**config.mk**
```make
export PLATFORM = sky130hd
export DESIGN_NAME = regfile_xfer_ctrl
export DESIGN_NICKNAME = d
export VERILOG_FILES = /design/src/rtl/regfile_xfer_ctrl.sv
export SDC_FILE = /design/constraint.sdc
export NUM_CORES = 1
export LEC_CHECK = 0
export ABC_AREA = 1
export CORE_MARGIN = 5
export CORE_UTILIZATION = 42
export DETAILED_ROUTE_END_ITERATION = 8
export PLACE_DENSITY = 0.8
export SETUP_SLACK_MARGIN = 0.3
export SYNTH_ARGS = -nofsm -noshare
export SYNTH_HDL_FRONTEND = slang
export SYNTH_SLANG_ARGS = --single-unit
export TNS_END_PERCENT = 1
```
**constraint.sdc**
```tcl
create_clock -name clk -period 2.2 [get_ports clk]
set_clock_uncertainty 0.05 [all_clocks]
set_input_delay 0.44 -clock clk [delete_from_list [all_inputs] [get_ports clk]]
set_output_delay 0.44 -clock clk [all_outputs]
set_load 0.02 [all_outputs]
```
**src/rtl/regfile_xfer_ctrl.sv**
```systemverilog
// Bulk dump/load engine between the 32-entry register file and a valid/ready word stream.
// Latency: dump 3 cycles/word (read, wait, present), load 2 cycles/word (accept, write); done 1 cycle after last word.
// Backpressure: dump holds out_valid/out_data until out_ready; load lowers in_ready while writing; enable=0 freezes everything.
// Optional: define REGFILE_XFER_CHECKSUM_EN for a running XOR of all transferred words on checksum.
module regfile_xfer_ctrl #(
    parameter int NREG = 32,
    parameter int DW   = 32
) (
    input  logic          clk,
    input  logic          reset,
    input  logic          enable,
    input  logic          start,
    input  logic          mode,
    input  logic [4:0]    base_addr,
    input  logic [5:0]    count,
    output logic [4:0]    rf_rd_addr,
    output logic          rf_read,
    input  logic [DW-1:0] rf_rd_data,
    output logic [4:0]    rf_wr_addr,
    output logic          rf_write,
    output logic [DW-1:0] rf_wr_data,
    output logic [DW-1:0] out_data,
    output logic          out_valid,
    input  logic          out_ready,
    input  logic [DW-1:0] in_data,
    input  logic          in_valid,
    output logic          in_ready,
    output logic          busy,
    output logic          done,
    output logic [DW-1:0] checksum
);

    typedef enum logic [2:0] {
        S_IDLE, S_D_RD, S_D_WAIT, S_D_OUT, S_L_IN, S_L_WR, S_FIN
    } state_t;

    state_t        state, state_nxt;
    logic [4:0]    cur_addr, cur_nxt, cur_inc;
    logic [5:0]    remaining, rem_nxt;
    logic [4:0]    rd_addr_q, rd_addr_nxt;
    logic          rd_q, rd_nxt;
    logic [4:0]    wr_addr_q, wr_addr_nxt;
    logic [DW-1:0] wr_data_q, wr_data_nxt;
    logic          wr_q, wr_nxt;
    logic [DW-1:0] out_data_q, out_data_nxt;
    logic          out_valid_q, out_valid_nxt;
    logic          in_ready_q, in_ready_nxt;
    logic          busy_q, busy_nxt;
    logic          done_q, done_nxt;

    // next register address, wrapping at the top of the register file
    assign cur_inc = (cur_addr == 5'(NREG - 1)) ? 5'd0 : cur_addr + 5'd1;

    // next-state and next-output decode; nothing moves while enable is low
    always_comb begin
        state_nxt     = state;
        cur_nxt       = cur_addr;
        rem_nxt       = remaining;
        rd_addr_nxt   = rd_addr_q;
        rd_nxt        = rd_q;
        wr_addr_nxt   = wr_addr_q;
        wr_data_nxt   = wr_data_q;
        wr_nxt        = wr_q;
        out_data_nxt  = out_data_q;
        out_valid_nxt = out_valid_q;
        in_ready_nxt  = in_ready_q;
        busy_nxt      = busy_q;
        done_nxt      = 1'b0;
        if (enable) begin
            case (state)
                S_IDLE: begin
                    if (start) begin
                        cur_nxt = base_addr;
                        rem_nxt = count;
                        if (count == 6'd0) begin
                            state_nxt = S_FIN;
                        end else if (mode) begin
                            state_nxt    = S_L_IN;
                            in_ready_nxt = 1'b1;
                        end else begin
                            state_nxt   = S_D_RD;
                            rd_nxt      = 1'b1;
                            rd_addr_nxt = base_addr;
                        end
                    end
                end
                S_D_RD: begin
                    // the read strobe was visible this cycle, data arrives next cycle
                    state_nxt = S_D_WAIT;
                    rd_nxt    = 1'b0;
                end
                S_D_WAIT: begin
                    out_data_nxt  = rf_rd_data;
                    out_valid_nxt = 1'b1;
                    state_nxt     = S_D_OUT;
                end
                S_D_OUT: begin
                    if (out_valid_q && out_ready) begin
                        out_valid_nxt = 1'b0;
                        cur_nxt       = cur_inc;
                        rem_nxt       = remaining - 6'd1;
                        if (remaining == 6'd1) begin
                            state_nxt = S_FIN;
                        end else begin
                            state_nxt   = S_D_RD;
                            rd_nxt      = 1'b1;
                            rd_addr_nxt = cur_inc;
                        end
                    end
                end
                S_L_IN: begin
                    if (in_valid && in_ready_q) begin
                        wr_addr_nxt  = cur_addr;
                        wr_data_nxt  = in_data;
                        wr_nxt       = 1'b1;
                        in_ready_nxt = 1'b0;
                        state_nxt    = S_L_WR;
                    end
                end
                S_L_WR: begin
                    wr_nxt  = 1'b0;
                    cur_nxt = cur_inc;
                    rem_nxt = remaining - 6'd1;
                    if (remaining == 6'd1) begin
                        state_nxt = S_FIN;
                    end else begin
                        state_nxt    = S_L_IN;
                        in_ready_nxt = 1'b1;
                    end
                end
                S_FIN: begin
                    done_nxt  = 1'b1;
                    state_nxt = S_IDLE;
                end
                default: state_nxt = S_IDLE;
            endcase
            busy_nxt = (state_nxt != S_IDLE) && (state_nxt != S_FIN);
        end
    end

    // state and output registers; reset abandons any transfer in flight
    always_ff @(posedge clk or negedge reset) begin
        if (!reset) begin
            state       <= S_IDLE;
            cur_addr    <= '0;
            remaining   <= '0;
            rd_addr_q   <= '0;
            rd_q        <= 1'b0;
            wr_addr_q   <= '0;
            wr_data_q   <= '0;
            wr_q        <= 1'b0;
            out_data_q  <= '0;
            out_valid_q <= 1'b0;
            in_ready_q  <= 1'b0;
            busy_q      <= 1'b0;
            done_q      <= 1'b0;
        end else begin
            state       <= state_nxt;
            cur_addr    <= cur_nxt;
            remaining   <= rem_nxt;
            rd_addr_q   <= rd_addr_nxt;
            rd_q        <= rd_nxt;
            wr_addr_q   <= wr_addr_nxt;
            wr_data_q   <= wr_data_nxt;
            wr_q        <= wr_nxt;
            out_data_q  <= out_data_nxt;
            out_valid_q <= out_valid_nxt;
            in_ready_q  <= in_ready_nxt;
            busy_q      <= busy_nxt;
            done_q      <= done_nxt;
        end
    end

    // Strobes stay registered and are held through a freeze, but enable masks
    // them so the register file and stream source see nothing while frozen; a
    // held read strobe reappears (and is consumed) once enable returns.
    assign rf_read    = rd_q & enable;
    assign rf_write   = wr_q & enable;
    assign in_ready   = in_ready_q & enable;
    assign rf_rd_addr = rd_addr_q;
    assign rf_wr_addr = wr_addr_q;
    assign rf_wr_data = wr_data_q;
    assign out_data   = out_data_q;
    assign out_valid  = out_valid_q;
    assign busy       = busy_q;
    assign done       = done_q;

`ifdef REGFILE_XFER_CHECKSUM_EN
    logic [DW-1:0] csum_q;

    // running XOR of every word moved; restarts on each accepted start
    always_ff @(posedge clk or negedge reset) begin
        if (!reset) begin
            csum_q <= '0;
        end else if (enable) begin
            if (state == S_IDLE && start)
                csum_q <= '0;
            else if (state == S_D_OUT && out_valid_q && out_ready)
                csum_q <= csum_q ^ out_data_q;
            else if (state == S_L_IN && in_ready_q && in_valid)
                csum_q <= csum_q ^ in_data;
        end
    end

    assign checksum = csum_q;
`else
    assign checksum = '0;
`endif

endmodule

```
# [Word-level counts from Yosys, hierarchy flattened]
# Cells that the tools add are included.
# Widths: inputs -> output; s select.
[word_totals] register_bits=94 in_bits=82 output_inout_bits=112 elab_cells=94
[classes] addsub=2 n_eq_ne=17 mux=39 n_bitwise=3 reduce_logical=20
[ops] cell="$mux 5" n=8
[ops] cell="$mux 3" n=7
[ops] cell="$reduce_and 7->1" n=3
[ops] cell="$pmux 3 s6" n=1
[ops] cell="$pmux 6 s3" n=1
[ops] cell="$ne 2x2->1 const B" n=8
[ops] cell="$pmux 5 s3" n=1
[ops] cell="$mux 1" n=13
[ops] cell="$mux 6" n=2
[ops] cell="$reduce_bool 3->1" n=4
[ops] cell="$pmux 5 s2" n=1
[ops] cell="$eq 3x3->1 const B" n=3
[ops] cell="$reduce_and 3->1" n=3
[ops] cell="$eq 3x2->1 const B" n=2
[ops] cell="$eq 6x1->1 const B" n=1
[ops] cell="$logic_not 6->1" n=1
[ops] cell="$pmux 1 s3" n=2
[ops] cell="$reduce_bool 2->1" n=3
[ops] cell="$sub 6x1->6 const B" n=1
[ops] cell="$add 5x1->5 const B" n=1
[ops] cell="$eq 5x5->1 const B" n=1
[ops] cell="$pmux 1 s2" n=2
[ops] cell="$reduce_and 4->1" n=1
[ops] cell="$and 1x1->1" n=3
[ops] cell="6 further kinds" n=8

# [Logic depth before layout (Yosys ltp)]
# Gate-level depths: netlist (run 1).
[logic_depth] ltp_word=7 ltp_mapped=11 mapped_depth_nobuf=10

# [Least setup slack after synthesis (run 1)]
# No wires, ideal clock.
[synth_timing] path_type="input-to-output" from="input port enable" to="output port in_ready" t_arrival_ps=1153 required_time_ps=1710 slack_ps=557 stages=4 path_buffers=2 path_cell_list="clkbuf_1 -> clkbuf_1 -> nand2_1 -> inv_1"
[synth_between] elab_chain_len=1
[synth_lines] item="start: declaration" line="11" rtl="input logic enable,"
[synth_lines] item="$and 1x1->1" line="179" rtl="assign in_ready = in_ready_q & enable;"
[synth_lines] item="end: declaration" line="27" rtl="output logic in_ready,"
# No other way between the ends.

# [Worst setup path after layout (run 1)]
[layout_timing] from="input port enable" to="output port rf_read"
[layout_between] elab_chain_len=1
[layout_lines] item="$and 1x1->1" line="177" rtl="assign rf_read = rd_q & enable;"
[layout_lines] item="end: declaration" line="17" rtl="output logic rf_read,"
# No other way between the ends.

==> summary.md, run 1 <==
| Metric | Value |
|---|---|
| Post-synthesis cell type count | 25 |
| Placer Congestion | 0.928 |
| Wire length per cell | around 14 um |
| Hold Path Stages | 2 |
| Yosys top cell area share | 53.3% |
| DP HPWL | 8.84 mm |
| First-pass GRT wire length | approximately 18 mm |
| Post-synthesis area per instance | 8.97 um^2 |
| Reg2reg start | state[2] |
| Finished Cell Area | 6330 um^2 |
| Gate Count Post-Synth | 492 |
| H-tree Lvls | 3 |
| Die span in y | 113 um |
| WHS | 0.427 ns |
| Number of global-route vias before repair | 3584 |
| # diodes | 0 |
| Synth area leader | dfrtp_1 |
| CP arrival | ~1.4 ns |
| Critical path class | input port to output port |
| Largest net degree at the start of global routing | 50 |
| Final #Nets | 747 |
| Final wirelength | 11.2 mm |
| Dominant cells by area after synthesis | dfrtp_1 53%, nand2_1 15%, mux2_1 7.4% |
| Reg2reg path depth | 6 |
| Clock buffer depth | 2 |
| Crit path time final | approximately 1.9 ns |
| Clock insertion delay at the later pin of the skew report | ~0.35 ns |
| Post-synthesis cell area | 4420 um^2 |
| Grt met3 use | 3.77% |
| Post-synth ARST share | 100% |
| Drt first-iter violations | 394 |
| Filler cells | roughly 850 |
| Cell Chain, Critical Path | clkdlybuf4s15_2 > nand2_1 > inv_1 > clkdlybuf4s50_1 |
| Unrepaired setup endpoints after global routing | yes |
| PwrDens | 1270 nW/um^2 |
| Ys flop type | dfrtp_1 |
| CP max FO | 5 |
| Worst Path Required | 1.71 ns |
| CTS tree | yes |
| Fin. max-slew vios | 0 |
| Initial Utilization | 43.0% |
| DRT Pass-1 Iters | 5 |
| Max Cap Violations | 0 |
| Residual DRC | 0 |
| Via Count | 3763 |
| Leakage | 3.11 nW |
| Min-Delay Endpoint | out_data[21] |
| HP Class | flop to flop |
| Placeable Area | around 10000 um^2 |
| Peak supply drop | 0.527 mV |
| GRT Overall Usage | 17.7% |
| Clock transition at path regs | about 0.090 ns |
| Critical Path Max Stage Delay | 0.61 ns |
| Family with the most delay on the worst path | buffers and inverters |
| CTS Buf Count | 9 |
| Antenna-violating nets left | 0 |
| Worst R2R Setup Slack | 0.38 ns |
| Die width | 113 um |
| Initial antenna violation count | 0 |
| Crit. End Element | output port |
| Die area | 12700 um^2 |
| CTS Sinks | 94 |
| Final setup fails | 0 |
| Period utilization | 86.7% |
| Reg2reg end | cur_addr[2] |
| GR peak layer | met2 |
| Via/cell ratio | around 4.7 |
| Startpoint class of the critical path | input port |
| Clk root buf | clkbuf_8 |
| #FFs+latches synth | 94 |
| Commonest cells post-synth | 174 x nand2_1, 94 x dfrtp_1, 34 x buf_4 |
| EDFF count, synth | 0 |
| Total chip power | 8.01 mW |
| Seq/Total Area, Yosys | 53.3% |
| Hold Vio Cnt, Final | 0 |
| Number of synthesis warnings | 0 |
| Most common cell in the netlist | nand2_1 |
| Worst Hold Launch | out_data[21] |
| GR Util met1 | between 20% and 30% |
| Fraction of layout cells with a size suffix above 1 | ~6.8% |
| Status | completed |
| Post-Place Cells | 785 |
| Max Freq | 0.524 GHz |
| Dpl cell area | 6130 um^2 |
| P&R area growth vs syn | 43.4% |
| M2 GR Usage | 30.5% |
| Buf/Inv on CP | 3 |
| IO Port Bufs | 161 |
| Std-Cell Rows | 37 |
| Non-filler cells, final | approximately 800 |
| I/O pins | ~190 |
| Remaining Overflow, GRT | 0 |
| CP max stage cell | clkdlybuf4s50_1 |
[metrics by stage]
stage | utilization, % | setup slack [ns] | setup TNS, ns
after floorplan | - | 0.557 | 0
after global placement | 59.7 | -0.115 | -0.271
after detailed placement | 59.7 | -0.114 | -0.319
after CTS | 61.6 | 0.262 | 0
after global routing | 61.6 | 0.228 | 0
final | 61.6 | 0.292 | 0
[routing by layer]
metal  vias to the layer above  routed length (um)
met1                      1749                4680
li1                       1845                   -
met5                         -                   0
met4                         0                 228
met3                        16                 690
met2                       153                5600
[worst max path at each step]
stage,slack (ns),endpoint,from,cells after the start
2_1_floorplan,0.56,in_ready,enable,4
3_3_place_gp,-0.11,rf_read,enable,4
3_5_place_dp,-0.11,in_ready,enable,4
4_1_cts,0.26,rf_write,wr_q,3
5_1_grt,0.23,rf_read,rd_q,3
6_report,0.29,rf_read,enable,4
[tightest hold or removal path, stage by stage (launching register included)]
cell     delay (ns)
dfrtp_1        0.35
nand2_1        0.05
nand2_1        0.04
[layout by cell type, fill, tap and decap left out, drive strengths merged]
master,netlist,layout
nand2,175,175
clkdlybuf4s50,0,157
dfrtp,94,94
o21ai,39,39
conb,1,32
mux2,32,32
inv,30,30
nor2,28,28
nand3,25,25
buf,43,15
clkbuf,6,12
o211ai,7,7
ha,4,4
clkinv,0,3
or2,2,2
mux2i,2,2
nor3,1,1
a21boi,1,1
xnor2,1,1
a21oi,1,1
dlygate4sd3,0,1
clkdlybuf4s15,0,1
dlygate4sd2,0,1
dlymetal6s2s,0,1
[flip-flops by register name (all words and copies together) (netlist names), 3 cells and up]
| register | count |
|---|---|
| out_data | 32 |
| rf_wr_data | 32 |
| remaining | 6 |
| cur_addr | 5 |
| rf_rd_addr | 5 |
| rf_wr_addr | 5 |
| state | 3 |
[logic make-up after synthesis]
logic type | Yosys count | synth area share, %
other cells | 1 | 0.0849
simple gates | 231 | 20.9
mux | 34 | 8.61
buf+inv | 79 | 9.86
fa+ha+maj | 4 | 1.13
xor+xnor | 1 | 0.198
compound gates | 48 | 5.89
flops | 94 | 53.3
[cell type report]
class	instances	area (um^2)	share of cell area, %
tap	136	170	2.69
clock buffer	12	165	2.61
clock inverter	3	18.8	0.297
sequential	94	2350	37.2
timing repair buffer	176	1760	27.9
inverter	30	113	1.78
multi-input combinational	350	1750	27.6
[what timing repair did]
action	in CTS	in global routing
gates resized for setup	4	1
hold buffers	1	0
pin swaps	0	0
endpoints found under the hold margin	30	0
gates cloned	0	0
buffers inserted	0	0
endpoints found under the setup margin	3	11
[where the power goes]
part           switching (mW)  internal (mW)  leakage [nW]
sequential              0.436           2.48          1.20
clock                   0.552          0.496        0.0982
combinational            2.21           1.84          1.82
total                    3.20           4.81          3.11
No activity file was read; power rests on OpenSTA's default activity.
==> run 2, diff against run 1 <==
Settings changed: CAP_MARGIN set to 20.
==> results of run 2 <==
Final layout, timing and power as in run 1 (identical DEF).
